## config.mk

```make
export PLATFORM = sky130hd
export DESIGN_NAME = unit_test_result_collector
export DESIGN_NICKNAME = d
export VERILOG_FILES = /design/src/rtl/unit_test_result_collector_pkg.sv /design/src/rtl/unit_test_result_collector_exp_fifo.sv /design/src/rtl/unit_test_result_collector.sv
export SDC_FILE = /design/constraint.sdc
export NUM_CORES = 1
export LEC_CHECK = 0
export ABC_AREA = 0
export CAP_MARGIN = 10
export CORE_UTILIZATION = 45
export CTS_CLUSTER_DIAMETER = 80
export DETAILED_ROUTE_END_ITERATION = 16
export PLACE_DENSITY = 0.65
export SLEW_MARGIN = 10
export SYNTH_ARGS = -nofsm -noshare
export SYNTH_HDL_FRONTEND = slang
export SYNTH_SLANG_ARGS = --single-unit
```

## constraint.sdc

```tcl
create_clock -name clk -period 5.2 [get_ports clk]
set_input_delay 1.56 -clock clk [delete_from_list [all_inputs] [get_ports clk]]
set_output_delay 1.56 -clock clk [all_outputs]
set_load 0.02 [all_outputs]
```

## src/rtl/unit_test_result_collector_pkg.sv

```systemverilog
// unit_test_collector_pkg: shared types and helpers for the unit-test result
// collector. Holds the sequencer state encoding, the first-fail channel width
// helper and the saturating add used by the pass/fail counters.
package unit_test_collector_pkg;

  // Test sequencer states: idle, accepting traffic, draining, verdict held.
  typedef enum logic [1:0] {
    ST_IDLE  = 2'd0,
    ST_RUN   = 2'd1,
    ST_DRAIN = 2'd2,
    ST_DONE  = 2'd3
  } state_e;

  // Wide working type for saturating arithmetic; counters up to 63 bits fit.
  localparam int SAT_W = 64;
  typedef logic [SAT_W-1:0] sat_t;

  // Width of a channel index; a single channel still needs one bit.
  function automatic int ch_w(input int n);
    return (n > 1) ? $clog2(n) : 1;
  endfunction

  // a + inc clamped to the all-ones value of a w-bit counter (w < SAT_W).
  function automatic sat_t sat_add(input sat_t a, input sat_t inc, input int unsigned w);
    sat_t max_v;
    sat_t sum;
    max_v = (sat_t'(1) << w) - sat_t'(1);
    sum   = a + inc;
    return (sum > max_v) ? max_v : sum;
  endfunction

endpackage

```

## src/rtl/unit_test_result_collector_exp_fifo.sv

```systemverilog
// unit_test_exp_fifo: expected-value FIFO for one compare channel.
// Pointers carry one extra wrap bit so full and empty are distinguishable
// without an occupancy counter. dout always shows the current head; a pop in
// the same cycle as a push only ever sees entries written in earlier cycles.
// clr empties the FIFO synchronously and overrides push/pop.
module unit_test_exp_fifo #(
  parameter int DATA_W = 32,
  parameter int DEPTH  = 8
) (
  input  logic              clk,
  input  logic              rst,
  input  logic              clr,
  input  logic              push,
  input  logic              pop,
  input  logic [DATA_W-1:0] din,
  output logic [DATA_W-1:0] dout,
  output logic              empty,
  output logic              full
);

  localparam int AW = $clog2(DEPTH);
  typedef logic [AW:0] ptr_t;

  ptr_t              wr_ptr_q, wr_ptr_d;
  ptr_t              rd_ptr_q, rd_ptr_d;
  logic [DATA_W-1:0] mem_q [DEPTH];
  logic              do_push;
  logic              do_pop;

  assign empty   = (wr_ptr_q == rd_ptr_q);
  assign full    = (wr_ptr_q[AW] != rd_ptr_q[AW]) &&
                   (wr_ptr_q[AW-1:0] == rd_ptr_q[AW-1:0]);
  assign dout    = mem_q[rd_ptr_q[AW-1:0]];
  assign do_push = push && !full && !clr;
  assign do_pop  = pop && !empty && !clr;

  // Next-pointer logic: clear wins, otherwise advance on accepted push/pop.
  always_comb begin
    // NOTE: every always_comb output gets a default first so no path leaves it unassigned (no latch).
    wr_ptr_d = wr_ptr_q;
    rd_ptr_d = rd_ptr_q;
    if (clr) begin
      wr_ptr_d = '0;
      rd_ptr_d = '0;
    end else begin
      if (do_push) wr_ptr_d = wr_ptr_q + ptr_t'(1);
      if (do_pop)  rd_ptr_d = rd_ptr_q + ptr_t'(1);
    end
  end

  // Pointer registers with synchronous reset.
  always_ff @(posedge clk) begin
    // NOTE: sequential state uses non-blocking assignments so every flop samples pre-edge values.
    if (rst) begin
      wr_ptr_q <= '0;
      rd_ptr_q <= '0;
    end else begin
      wr_ptr_q <= wr_ptr_d;
      rd_ptr_q <= rd_ptr_d;
    end
  end

  // Storage write; contents are only meaningful between the pointers.
  always_ff @(posedge clk) begin
    // NOTE: the storage array is deliberately not reset; empty/full come from the pointers alone.
    if (do_push) mem_q[wr_ptr_q[AW-1:0]] <= din;
  end

endmodule

```

## src/rtl/unit_test_result_collector.sv

```systemverilog
// unit_test_result_collector: multi-channel in-order expected/actual checker.
// Each channel buffers expected values in a FIFO; every accepted actual pops
// the head and is compared against it. Pass/fail counts saturate, the first
// failure is captured, and a RUN -> DRAIN -> DONE sequence with an optional
// drain timeout produces the final verdict.
// Optional build macro: UNIT_TEST_COLLECTOR_MASK_EN adds an act_mask input
// whose set bits select which bits take part in the compare.
module unit_test_result_collector
  import unit_test_collector_pkg::*;
#(
  parameter int NUM_CH = 2,
  parameter int DATA_W = 32,
  parameter int DEPTH  = 8,
  parameter int CNT_W  = 16,
  parameter int TMO_W  = 20
) (
  input  logic                     clk,
  input  logic                     rst,
  input  logic                     start,
  input  logic                     end_of_test,
  input  logic [TMO_W-1:0]         timeout_cycles,
  input  logic [NUM_CH-1:0]        exp_valid,
  output logic [NUM_CH-1:0]        exp_ready,
  input  logic [NUM_CH*DATA_W-1:0] exp_data,
  input  logic [NUM_CH-1:0]        act_valid,
  output logic [NUM_CH-1:0]        act_ready,
  input  logic [NUM_CH*DATA_W-1:0] act_data,
`ifdef UNIT_TEST_COLLECTOR_MASK_EN
  input  logic [NUM_CH*DATA_W-1:0] act_mask,
`endif
  output logic                     busy,
  output logic                     done,
  output logic                     passed,
  output logic [CNT_W-1:0]         pass_cnt,
  output logic [CNT_W-1:0]         fail_cnt,
  output logic                     unexpected,
  output logic                     timed_out,
  output logic                     ff_valid,
  output logic [ch_w(NUM_CH)-1:0]  ff_ch,
  output logic [DATA_W-1:0]        ff_exp,
  output logic [DATA_W-1:0]        ff_act
);

  localparam int CH_W = ch_w(NUM_CH);

  typedef logic [CNT_W-1:0] cnt_t;
  typedef logic [TMO_W-1:0] tmo_t;

  // Sequencer and result registers.
  state_e            state_q, state_d;
  cnt_t              pass_cnt_q, pass_cnt_d;
  cnt_t              fail_cnt_q, fail_cnt_d;
  tmo_t              drain_cnt_q, drain_cnt_d;
  logic              unexpected_q, unexpected_d;
  logic              timed_out_q, timed_out_d;
  logic              ff_valid_q, ff_valid_d;
  logic [CH_W-1:0]   ff_ch_q, ff_ch_d;
  logic [DATA_W-1:0] ff_exp_q, ff_exp_d;
  logic [DATA_W-1:0] ff_act_q, ff_act_d;

  // Per-channel handshake and compare results.
  logic [NUM_CH-1:0] fifo_clr;
  logic [NUM_CH-1:0] push;
  logic [NUM_CH-1:0] pop;
  logic [NUM_CH-1:0] act_hs;
  logic [NUM_CH-1:0] match;
  logic [NUM_CH-1:0] fail;
  logic [NUM_CH-1:0] empty;
  logic [NUM_CH-1:0] full;
  logic [DATA_W-1:0] head [NUM_CH];
  logic              clr_all;

  assign fifo_clr = {NUM_CH{clr_all}};

  // One expected FIFO per channel.
  for (genvar g = 0; g < NUM_CH; g++) begin : g_ch
    unit_test_exp_fifo #(
      .DATA_W (DATA_W),
      .DEPTH  (DEPTH)
    ) u_fifo (
      .clk   (clk),
      .rst   (rst),
      .clr   (fifo_clr[g]),
      .push  (push[g]),
      .pop   (pop[g]),
      .din   (exp_data[g*DATA_W +: DATA_W]),
      .dout  (head[g]),
      .empty (empty[g]),
      .full  (full[g])
    );
  end

  // Ready generation: pushes only in RUN, actuals accepted in RUN and DRAIN.
  always_comb begin
    exp_ready = '0;
    act_ready = '0;
    if (state_q == ST_RUN) begin
      exp_ready = ~full;
      act_ready = '1;
    end else if (state_q == ST_DRAIN) begin
      act_ready = '1;
    end
  end

  // Per-channel handshakes and compare; an actual on an empty FIFO is a fail.
  always_comb begin
    push   = '0;
    pop    = '0;
    act_hs = '0;
    match  = '0;
    fail   = '0;
    for (int i = 0; i < NUM_CH; i++) begin
      push[i]   = exp_valid[i] & exp_ready[i];
      act_hs[i] = act_valid[i] & act_ready[i];
      pop[i]    = act_hs[i] & ~empty[i];
`ifdef UNIT_TEST_COLLECTOR_MASK_EN
      match[i]  = pop[i] & (((head[i] ^ act_data[i*DATA_W +: DATA_W]) &
                             act_mask[i*DATA_W +: DATA_W]) == '0);
`else
      match[i]  = pop[i] & (head[i] == act_data[i*DATA_W +: DATA_W]);
`endif
      fail[i]   = act_hs[i] & ~match[i];
    end
  end

  // Sequencer next state plus counter, sticky-flag and first-fail updates.
  always_comb begin
    state_d      = state_q;
    drain_cnt_d  = drain_cnt_q;
    timed_out_d  = timed_out_q;
    clr_all      = 1'b0;
    pass_cnt_d   = cnt_t'(sat_add(sat_t'(pass_cnt_q), sat_t'($countones(match)), CNT_W));
    fail_cnt_d   = cnt_t'(sat_add(sat_t'(fail_cnt_q), sat_t'($countones(fail)), CNT_W));
    unexpected_d = unexpected_q | (|(act_hs & empty));
    ff_valid_d   = ff_valid_q;
    ff_ch_d      = ff_ch_q;
    ff_exp_d     = ff_exp_q;
    ff_act_d     = ff_act_q;

    // Capture only on the first failing cycle; descending scan lets the lowest index win.
    if (!ff_valid_q && (|fail)) begin
      ff_valid_d = 1'b1;
      for (int i = NUM_CH - 1; i >= 0; i--) begin
        if (fail[i]) begin
          ff_ch_d  = CH_W'(i);
          ff_exp_d = empty[i] ? '0 : head[i];
          ff_act_d = act_data[i*DATA_W +: DATA_W];
        end
      end
    end

    unique case (state_q)
      ST_IDLE, ST_DONE: begin
        if (start) begin
          state_d      = ST_RUN;
          clr_all      = 1'b1;
          pass_cnt_d   = '0;
          fail_cnt_d   = '0;
          unexpected_d = 1'b0;
          timed_out_d  = 1'b0;
          ff_valid_d   = 1'b0;
          ff_ch_d      = '0;
          ff_exp_d     = '0;
          ff_act_d     = '0;
        end
      end
      ST_RUN: begin
        if (end_of_test) begin
          state_d     = ST_DRAIN;
          drain_cnt_d = '0;
        end
      end
      ST_DRAIN: begin
        // Emptiness is judged on the registered FIFO pointers and wins over the timeout.
        if (&empty) begin
          state_d = ST_DONE;
        end else if ((timeout_cycles != '0) && (drain_cnt_q == timeout_cycles - tmo_t'(1))) begin
          state_d     = ST_DONE;
          timed_out_d = 1'b1;
        end else begin
          drain_cnt_d = drain_cnt_q + tmo_t'(1);
        end
      end
      default: state_d = ST_IDLE;
    endcase
  end

  // State and result registers with synchronous reset.
  always_ff @(posedge clk) begin
    if (rst) begin
      state_q      <= ST_IDLE;
      pass_cnt_q   <= '0;
      fail_cnt_q   <= '0;
      drain_cnt_q  <= '0;
      unexpected_q <= 1'b0;
      timed_out_q  <= 1'b0;
      ff_valid_q   <= 1'b0;
      ff_ch_q      <= '0;
      ff_exp_q     <= '0;
      ff_act_q     <= '0;
    end else begin
      state_q      <= state_d;
      pass_cnt_q   <= pass_cnt_d;
      fail_cnt_q   <= fail_cnt_d;
      drain_cnt_q  <= drain_cnt_d;
      unexpected_q <= unexpected_d;
      timed_out_q  <= timed_out_d;
      ff_valid_q   <= ff_valid_d;
      ff_ch_q      <= ff_ch_d;
      ff_exp_q     <= ff_exp_d;
      ff_act_q     <= ff_act_d;
    end
  end

  assign busy       = (state_q == ST_RUN) || (state_q == ST_DRAIN);
  assign done       = (state_q == ST_DONE);
  assign passed     = done && (fail_cnt_q == '0) && !unexpected_q && !timed_out_q &&
                      (pass_cnt_q != '0);
  assign pass_cnt   = pass_cnt_q;
  assign fail_cnt   = fail_cnt_q;
  assign unexpected = unexpected_q;
  assign timed_out  = timed_out_q;
  assign ff_valid   = ff_valid_q;
  assign ff_ch      = ff_ch_q;
  assign ff_exp     = ff_exp_q;
  assign ff_act     = ff_act_q;

endmodule
```

==> results.toml, run 1 <==
[placed_design]
place_hpwl_um = 55000
dp_cells = 2881
placed_area_um2 = 31900
place.gp.congestion = 0.925
io_buffers = 262

[yosys]
synthCells = 1848
syn_avg_cell_area_um2 = 15.1
synthArstFlopShare_pct = 0
synth_cell_types = 80
ys_warn_count = 0
synth_fp_nets = 2018
postSynth.topFlopCell = "edfxtp_1"
ys_ff_latch = 656
synth-edff-count = 512
syn_area_um2 = 27900
yosysSeqAreaShare_pct = 65.4
yosys.area.top_type = "edfxtp_1"
synth_top_cell_area_share_pct = 55.0
synthTopCellsByArea = "edfxtp_1 55%, dfxtp_1 10%, mux4_2 7.7%"

[floorplan]
initial_utilization_pct = 45.9
dieHeight_um = 251
coreArea_um2 = 60800
design.die.area_um2 = 63100
die_w_um = 251
ioPinCount = 263
rows = 90

[finish]
fill_cells = 4819
drive_gt1_share_pct = 15.6
layout_commonest_cell = "edfxtp_1"
stdcell_area_um2 = 34100
final_cells = 3011
final_cell_mix = "512 x edfxtp_1, 262 x clkdlybuf4s50_1, 138 x dfxtp_1, 97 x mux2i_1, 95 x mux4_2"
nNetsFinal = 2341
area_growth_pct = 22.2

[setup_path]
critPathMaxFanout = 27
critical_path_arrival_ns = 5.31
critical_path_required_ns = 5.71
crit_slowest_cell = "dfxtp_2"
path_class = "flip-flop to flip-flop"
worstPathCellList = "mux4_2, mux2i_1, xnor2_1, nor4_1, buf_4, nand4_1, or4_4, inv_2, buf_4, nor3_4, buf_4, and3_1, a221o_1"
critPathCaptureType = "flip-flop"
cpMostUsedCell = "buf_4"
start_kind = "flip-flop"
crit_path_max_incr_delay_ns = 0.70

[sta]
setup_viol = 0
whs_ns = 0.483
min_period_over_period_pct = 92.4
rsz0062_at_grt = "no"
worstMarginPinSlew_ns = 1.26
slew_headroom_pct = 15.8
skew_ns = 0.0224
slew_violations = 0
post-route-min-period_ns = 4.81
max_freq_mhz = 208
finalHoldViolations = 0

[pwr]
power_per_cell_area_nw_per_um2 = 418
leakagePower_nw = 11.0
power_w = 0.0143
irDropWorstVdd_mv = 0.234

[drt]
routed_wl_um = 78000
drtAntennaViolNets = 0
num_vias = 17919
post_drt_wl_per_cell_um = 25.9
drt_iter0_drc = 1669
dr.pass1.iters = 5
drcViolationCount = 0
vias_per_cell = 5.95

[global_routing]
grt.total_usage_pct = 24.8
grt_pass1_vias = 17535
grt_pass1_wl_um = 115000
grt_max_degree = 50
antenna_found_initial = 5
overflow = 0

[clocking]
htreeDepth = 3
clock_sinks = 656
clock_latency_ns = 0.62
clock_path_buffers = 3
cts_tree = "yes"
post-cts-setup-buffers = 0
post_cts_resized = 0
clkTransAtPathRegs_ns = 0.06
cts_buffers = 70
root_buffer = "clkbuf_16"
cts_hold_buf = 0

[flow_run]
maxCapViolations = 0

[min_path]
hold_path.class = "flip-flop to flip-flop"

[status]
outcome = "complete, no violations"
==> metal layers <==
layer  part of all wire [%]  vias to the layer above  GRT usage [%]
met5                  0.050                        -              0
li1                       -                     7976              -
met3                    7.8                      118           4.86
met4                    2.4                        6           7.70
met2                     47                      745           39.2
met1                     43                     9074           34.6
==> synth_stat cells (30+ instances only) <==
library cell / n
nand2_1: 68
nor2_1: 100
clkbuf_1: 43
nand3_1: 33
edfxtp_1: 512
xor2_1: 47
and3_1: 30
dfxtp_1: 144
o21a_1: 30
mux2i_1: 97
xnor2_1: 70
mux4_2: 95
nor3_1: 48
o31ai_1: 31
a21oi_1: 78
==> through the flow <==
stage / TNS, ns / util [%] / setup WS, ns
final: 0 / 56.1 / 0.393
after global routing: 0 / 56.1 / 0.0209
after CTS: 0 / 56.1 / 0.299
after detailed placement: -0.116 / 52.5 / -0.0305
after global placement: -0.0865 / 52.5 / -0.0224
after floorplan: 0 / - / 0.404
==> flip-flops by register name, indices dropped and copies added (netlist names), named ones only <==
| name | cells |
|---|---|
| g_ch.u_fifo.mem_q | 512 |
| ff_act | 32 |
| ff_exp | 32 |
| drain_cnt_q | 20 |
| fail_cnt | 16 |
| pass_cnt | 16 |
| g_ch.u_fifo.rd_ptr_q | 8 |
| g_ch.u_fifo.wr_ptr_q | 8 |
| state_q | 2 |
| ff_ch | 1 |
| ff_valid | 1 |
| timed_out | 1 |
| unexpected | 1 |
==> power by group <==
part | internal, W | leakage, nW | switching, W
clock | 0.00281 | 1.08 | 0.00204
combinational | 0.00125 | 4.11 | 0.00185
sequential | 0.00600 | 5.78 | 0.000309
==> worst max-delay path: cells and delay by family, from the launching register on <==
family	cells	cell delay, ns
buf+inv	4	0.91
flops	1	0.70
xor+xnor	1	0.15
compound gates	1	0.27
simple gates	5	1.47
mux	2	1.16
==> worst paths after layout <==
path                         startpoint               endpoint  slack (ns)  cells past startpoint
hold / removal    ff_exp[17]$_SDFF_PP0_  ff_exp[17]$_SDFF_PP0_        0.48                      2
setup / recovery              flip-flop  ff_act[13]$_SDFF_PP0_        0.39                     13
hold reg to reg   ff_exp[17]$_SDFF_PP0_  ff_exp[17]$_SDFF_PP0_        0.48                      2
setup reg to reg              flip-flop  ff_act[13]$_SDFF_PP0_        0.39                     13
==> cell families after synthesis <==
| family | after synthesis | synth area share (%) |
|---|---|---|
| AOI/OAI and AO/OA | 301 | 7.80 |
| xor gates and xnor gates | 117 | 3.67 |
| adders and majority gates | 14 | 0.681 |
| buffers and inverters | 120 | 2.18 |
| DFF | 656 | 65.4 |
| muxes | 209 | 12.1 |
| and+or+nand+nor | 431 | 8.24 |
==> cell type report <==
type | instances | area (um^2) | area share, %
clock buffer | 94 | 1880 | 5.51
clock inverter | 34 | 343 | 1.00
inverter | 20 | 75.1 | 0.220
sequential | 656 | 18300 | 53.5
antenna | 2 | 5.00 | 0.0147
timing repair buffer | 351 | 3380 | 9.90
tap | 782 | 978 | 2.87
multi-input combinational | 1072 | 9200 | 27.0
No activity file was read; power rests on OpenSTA's default activity.
==> run 2: changes to the inputs <==
- GPL_ROUTABILITY_DRIVEN: unset -> 0
- SLEW_MARGIN: 10 -> 20
==> run 2 against run 1 <==
Total power is essentially flat. Routed wire length shrank 0.32%. Core utilization down 0.14 points. Clock power hardly changed. Sequential power hardly changed. Combinational power hardly changed. Clock-buffer cell count decreased by 3. Flip-flop and latch count is the same. Final cell count shrank 0.40%. First-iteration DRC count shrank 7.7%. Global-route usage about the same. Critical path type unchanged. Critical endpoint is now pass_cnt[0]$_SDFF_PP0_.
==> results.toml, run 2 (same netlist as run 1, synthesis figures left out) <==
[drt]
vias_per_cell = 5.94
dr.pass1.iters = 5
drtAntennaViolNets = 0
routed_wl_um = 77700
post_drt_wl_per_cell_um = 25.9
num_vias = 17810
drcViolationCount = 0
drt_iter0_drc = 1541

[sta]
slew_headroom_pct = 27.6
max_freq_mhz = 205
min_period_over_period_pct = 93.6
worstMarginPinSlew_ns = 1.08
whs_ns = 0.481
rsz0062_at_grt = "no"
skew_ns = 0.0413
post-route-min-period_ns = 4.87
final.setup.worst_slack_ns = 0.331
slew_violations = 0
setup_tns_ns = 0
setup_viol = 0
finalHoldViolations = 0

[setup_path]
crit_slowest_cell = "dfxtp_2"
start_kind = "flip-flop"
critical_path_required_ns = 5.73
rr_worst_depth = 16
critPathMaxFanout = 23
critical_path_arrival_ns = 5.39
worstPathCellList = "nor2b_1, a221oi_1, xor2_1, a2111oi_0, and4_1, nand4_1, inv_1, fa_1, ha_1, nand2_1, nor2_1, and2_1, and2_1, nand4_1, buf_4, a21oi_1"
critPathCaptureType = "flip-flop"
path_class = "flip-flop to flip-flop"
crit_path_max_incr_delay_ns = 0.86

[pwr]
leakagePower_nw = 10.9
irDropWorstVdd_mv = 0.326
power_w = 0.0142
power_per_cell_area_nw_per_um2 = 418

[floorplan]
design.die.area_um2 = 63100
ioPinCount = 263
dieHeight_um = 251
initial_utilization_pct = 45.9
coreArea_um2 = 60800
rows = 90
die_w_um = 251

[min_path]
whs_path_depth = 2
hold_path.class = "flip-flop to flip-flop"

[clocking]
clock_path_buffers = 3
cts_buffers = 69
htreeDepth = 3
root_buffer = "clkbuf_16"
clock_sinks = 656
cts_tree = "yes"
post-cts-setup-buffers = 0
cts_hold_buf = 0
clkTransAtPathRegs_ns = 0.06
post_cts_resized = 0
clock_latency_ns = 0.62

[status]
outcome = "complete, no violations"

[finish]
largest_reg_flops = 512
stdcell_area_um2 = 34000
final_cell_mix = "512 x edfxtp_1, 262 x clkdlybuf4s50_1, 138 x dfxtp_1, 97 x mux2i_1, 95 x mux4_2"
drive_gt1_share_pct = 15.6
nNetsFinal = 2333
layout_commonest_cell = "edfxtp_1"
area_growth_pct = 21.9

[global_routing]
grt.total_usage_pct = 24.7
grt_pass1_wl_um = 115000
antenna_found_initial = 6
overflow = 0
grt_pass1_vias = 17611
grt_max_degree = 52

[placed_design]
place_hpwl_um = 53400
placed_area_um2 = 31800
io_buffers = 262
place_ws_ns = 0.191

[flow_run]
maxCapViolations = 0
run 2: changes by cell type in the layout (fill, tap and decap cells not counted), sizes merged:
cell,delta
clkinv,-3
bufinv,+1
buf,-7
clkinvlp,+1
clkbuf,-3
inv,-1
run 2: report_power, final:
part	switching (W)	internal [W]	leakage [nW]	total [W]
combinational	0.00186	0.00125	4.07	0.00311
clock	0.00199	0.00284	1.08	0.00483
sequential	0.000302	0.00600	5.78	0.00630
total	0.00416	0.0101	10.9	0.0142
run 2: per-stage QoR:
step,cells,util [%]
after global placement,2872,52.3
after CTS,2995,55.9
final,2999,56.0
after global routing,2997,56.0
after detailed placement,2872,52.3
after floorplan,1848,-
run 2: per-layer routing:
layer  global-route usage, %  share of wire (%)  vias to the layer above
met1                    34.4                 42                     8968
li1                        -                  -                     7957
met3                    5.58                8.9                      109
met4                    8.85                3.0                        6
met5                       0              0.044                        -
met2                    38.2                 46                      770
run 2: worst max-delay path: cells and delay by family (launching register included):
kind	cells	cell delay [ns]
AND/OR/NAND/NOR	8	1.52
XOR/XNOR	1	0.27
AO/OA/AOI/OAI	3	1.33
buffers and inverters	2	0.38
flip-flops	1	0.86
adder cells (fa/ha/maj)	2	0.39
run 2: cell type report:
class,instances,area (um^2)
repair buffers,344,3310
well taps,782,978
clock inverters,32,349
fillers,4779,26800
diodes,2,5.00
clock buffers,91,1860
flip-flops and latches,656,18300
multi-input cells,1072,9200
inverters,20,75.1
run 2: worst paths after layout:
path / end / slack (ns) / from
setup / recovery: pass_cnt[0]$_SDFF_PP0_ / 0.33 / flip-flop
hold / removal: ff_exp[21]$_SDFF_PP0_ / 0.48 / ff_exp[21]$_SDFF_PP0_
setup reg to reg: pass_cnt[0]$_SDFF_PP0_ / 0.33 / flip-flop
hold reg to reg: ff_exp[21]$_SDFF_PP0_ / 0.48 / ff_exp[21]$_SDFF_PP0_
==> run 3: changes to the inputs <==
- CORE_UTILIZATION: 45 -> 35
- PLACE_DENSITY: 0.65 -> unset
==> run 3 against run 2 <==
Setup slack lost 0.040 ns. Non-clock buffer count grew 7. Clock power increased by 8.7%. Via count increased by 1.1%. Flip-flop and latch count unchanged. Sequential share of layout area shrank 1.1 points.
==> results.toml, run 3 (same netlist as run 1, synthesis figures left out) <==
[setup_path]
start_kind = "flip-flop"
crit_slowest_cell = "nor4_2"
rr_worst_depth = 17
crit_path_max_incr_delay_ns = 0.62
cpMostUsedCell = "and2_1"
critPathMaxFanout = 51
critical_path.top_delay_family = "simple AND/OR/NAND/NOR gates"
critPathCaptureType = "flip-flop"
cp.buffers_inverters = 3
worst-r2r-setup-slack_ns = 0.29
critical_path_required_ns = 5.75
critical_path_arrival_ns = 5.46
reg2reg_to = "pass_cnt[9]$_SDFF_PP0_"
worstPathCellList = "buf_12, mux4_2, mux2i_1, xnor2_1, nor4_2, nand3_1, or4_4, inv_2, fa_1, ha_1, nand2_1, nor2_1, and2_1, and2_1, nand4_1, buf_4, a21oi_1"
path_class = "flip-flop to flip-flop"

[floorplan]
ioPinCount = 263
dieHeight_um = 284
initial_utilization_pct = 35.4
design.die.area_um2 = 80900
die_w_um = 284
rows = 103
coreArea_um2 = 79000

[clocking]
cts_buffers = 73
clock_latency_ns = 0.63
root_buffer = "clkbuf_16"
htreeDepth = 3
cts_tree = "yes"
clock_sinks = 656
clkTransAtPathRegs_ns = 0.06
clock_path_buffers = 3
post-cts-setup-buffers = 0

[global_routing]
grt_pass1_vias = 17819
grt.total_usage_pct = 20.2
antenna_found_initial = 16
overflow = 0
grt_max_degree = 52
grt_pass1_wl_um = 121000

[drt]
dr.pass1.iters = 7
drt_iter0_drc = 1850
vias_per_cell = 5.48
num_vias = 18000
drcViolationCount = 0
routed_wl_um = 82900
post_drt_wl_per_cell_um = 25.2
drtAntennaViolNets = 0

[sta]
max_freq_mhz = 204
min_period_over_period_pct = 94.4
finalHoldViolations = 0
worstMarginPinSlew_ns = 1.01
slew_headroom_pct = 32.3
post-route-min-period_ns = 4.91
final.setup.worst_slack_ns = 0.291
rsz0062_at_grt = "no"
setup_viol = 0
skew_ns = 0.0270
slew_violations = 0

[placed_design]
place_hpwl_um = 58100
place_ws_ns = -0.0448
io_buffers = 262

[min_path]
min_from = "ff_exp[30]$_SDFF_PP0_"
hold_path.class = "flip-flop to flip-flop"
whs_path_depth = 2
whs_endpoint = "ff_exp[30]$_SDFF_PP0_"

[finish]
drive_gt1_share_pct = 16.5
fill_cells = 6968
layout_commonest_cell = "edfxtp_1"
area_growth_pct = 24.4
final_cell_mix = "512 x edfxtp_1, 262 x clkdlybuf4s50_1, 138 x dfxtp_1, 96 x mux2i_1, 95 x mux4_2"
nNetsFinal = 2344
largest_reg_flops = 512

[pwr]
power_w = 0.0147
power_per_cell_area_nw_per_um2 = 424
leakagePower_nw = 11.1
irDropWorstVdd_mv = 0.272

[flow_run]
maxCapViolations = 0

[status]
outcome = "complete, no violations"
==> run 3: changes by cell type in the layout (fill, tap and decap cells not counted), sizes merged <==
| cell | change |
|---|---|
| clkinv | +15 |
| bufinv | +3 |
| diode | +3 |
| buf | +7 |
| clkbuf | -11 |
| clkinvlp | +2 |
==> run 3: power by group <==
group          switching, W  leakage [nW]  internal (W)
sequential         0.000302          5.78       0.00600
clock               0.00217          1.20       0.00309
combinational       0.00192          4.12       0.00126
total               0.00439          11.1        0.0103
==> run 3: through the flow <==
stage / utilization [%] / cell area, um^2 / hold WS [ns] / std cells / TNS, ns
after CTS: 43.9 / 34700 / 0.480 / 3280 / 0
after floorplan: - / 27900 / 0.470 / 1848 / 0
after detailed placement: 40.8 / 32300 / 0.469 / 3148 / -0.256
after global placement: 40.8 / 32200 / 0.462 / 3147 / -0.195
after global routing: 44.0 / 34700 / 0.499 / 3282 / 0
final: 44.0 / 34700 / 0.477 / 3286 / 0
==> run 3: worst max path at each step <==
| stage | cells after the start | start | end | slack (ns) |
|---|---|---|---|---|
| after floorplan | 18 | act_valid[1] | pass_cnt[5]$_SDFF_PP0_ | 0.40 |
| after global placement | 15 | act_data[5] | pass_cnt[1]$_SDFF_PP0_ | -0.03 |
| after detailed placement | 15 | act_data[5] | pass_cnt[9]$_SDFF_PP0_ | -0.04 |
| after CTS | 17 | flip-flop | pass_cnt[9]$_SDFF_PP0_ | 0.23 |
| after global routing | 17 | flip-flop | pass_cnt[5]$_SDFF_PP0_ | 0.007 |
| final | 17 | flip-flop | pass_cnt[9]$_SDFF_PP0_ | 0.29 |
==> run 3: per-layer routing <==
layer / wire (um) / track usage, %
met5: 133 / 0
met4: 1530 / 5.22
met3: 7790 / 5.83
met2: 38000 / 31.3
met1: 35400 / 27.8
==> run 3: area by class of cell <==
| type | instances | area [um^2] | area share, % |
|---|---|---|---|
| clock buffer | 80 | 1870 | 5.39 |
| tap | 1050 | 1310 | 3.78 |
| multi-input combinational | 1072 | 9200 | 26.5 |
| inverter | 20 | 75.1 | 0.216 |
| antenna | 5 | 12.5 | 0.0360 |
| sequential | 656 | 18300 | 52.6 |
| clock inverter | 52 | 579 | 1.67 |
| timing repair buffer | 351 | 3430 | 9.86 |
==> run 3: worst reg2reg max path: stages (launching register included) <==
cell and delay, ns:
dfxtp_2 0.34, buf_12 0.34, mux4_2 0.59, mux2i_1 0.48
xnor2_1 0.16, nor4_2 0.62, nand3_1 0.26, or4_4 0.48
inv_2 0.09, fa_1 0.27, ha_1 0.24, nand2_1 0.07
nor2_1 0.13, and2_1 0.15, and2_1 0.14, nand4_1 0.12
buf_4 0.22, a21oi_1 0.14
==> run 3: timing repair <==
item / 4_1_cts / 5_1_grt
setup endpoints to repair: 0 / 52
endpoints found under the hold margin: 0 / 0
hold buffers: 0 / 0
gates resized for setup: 0 / 2
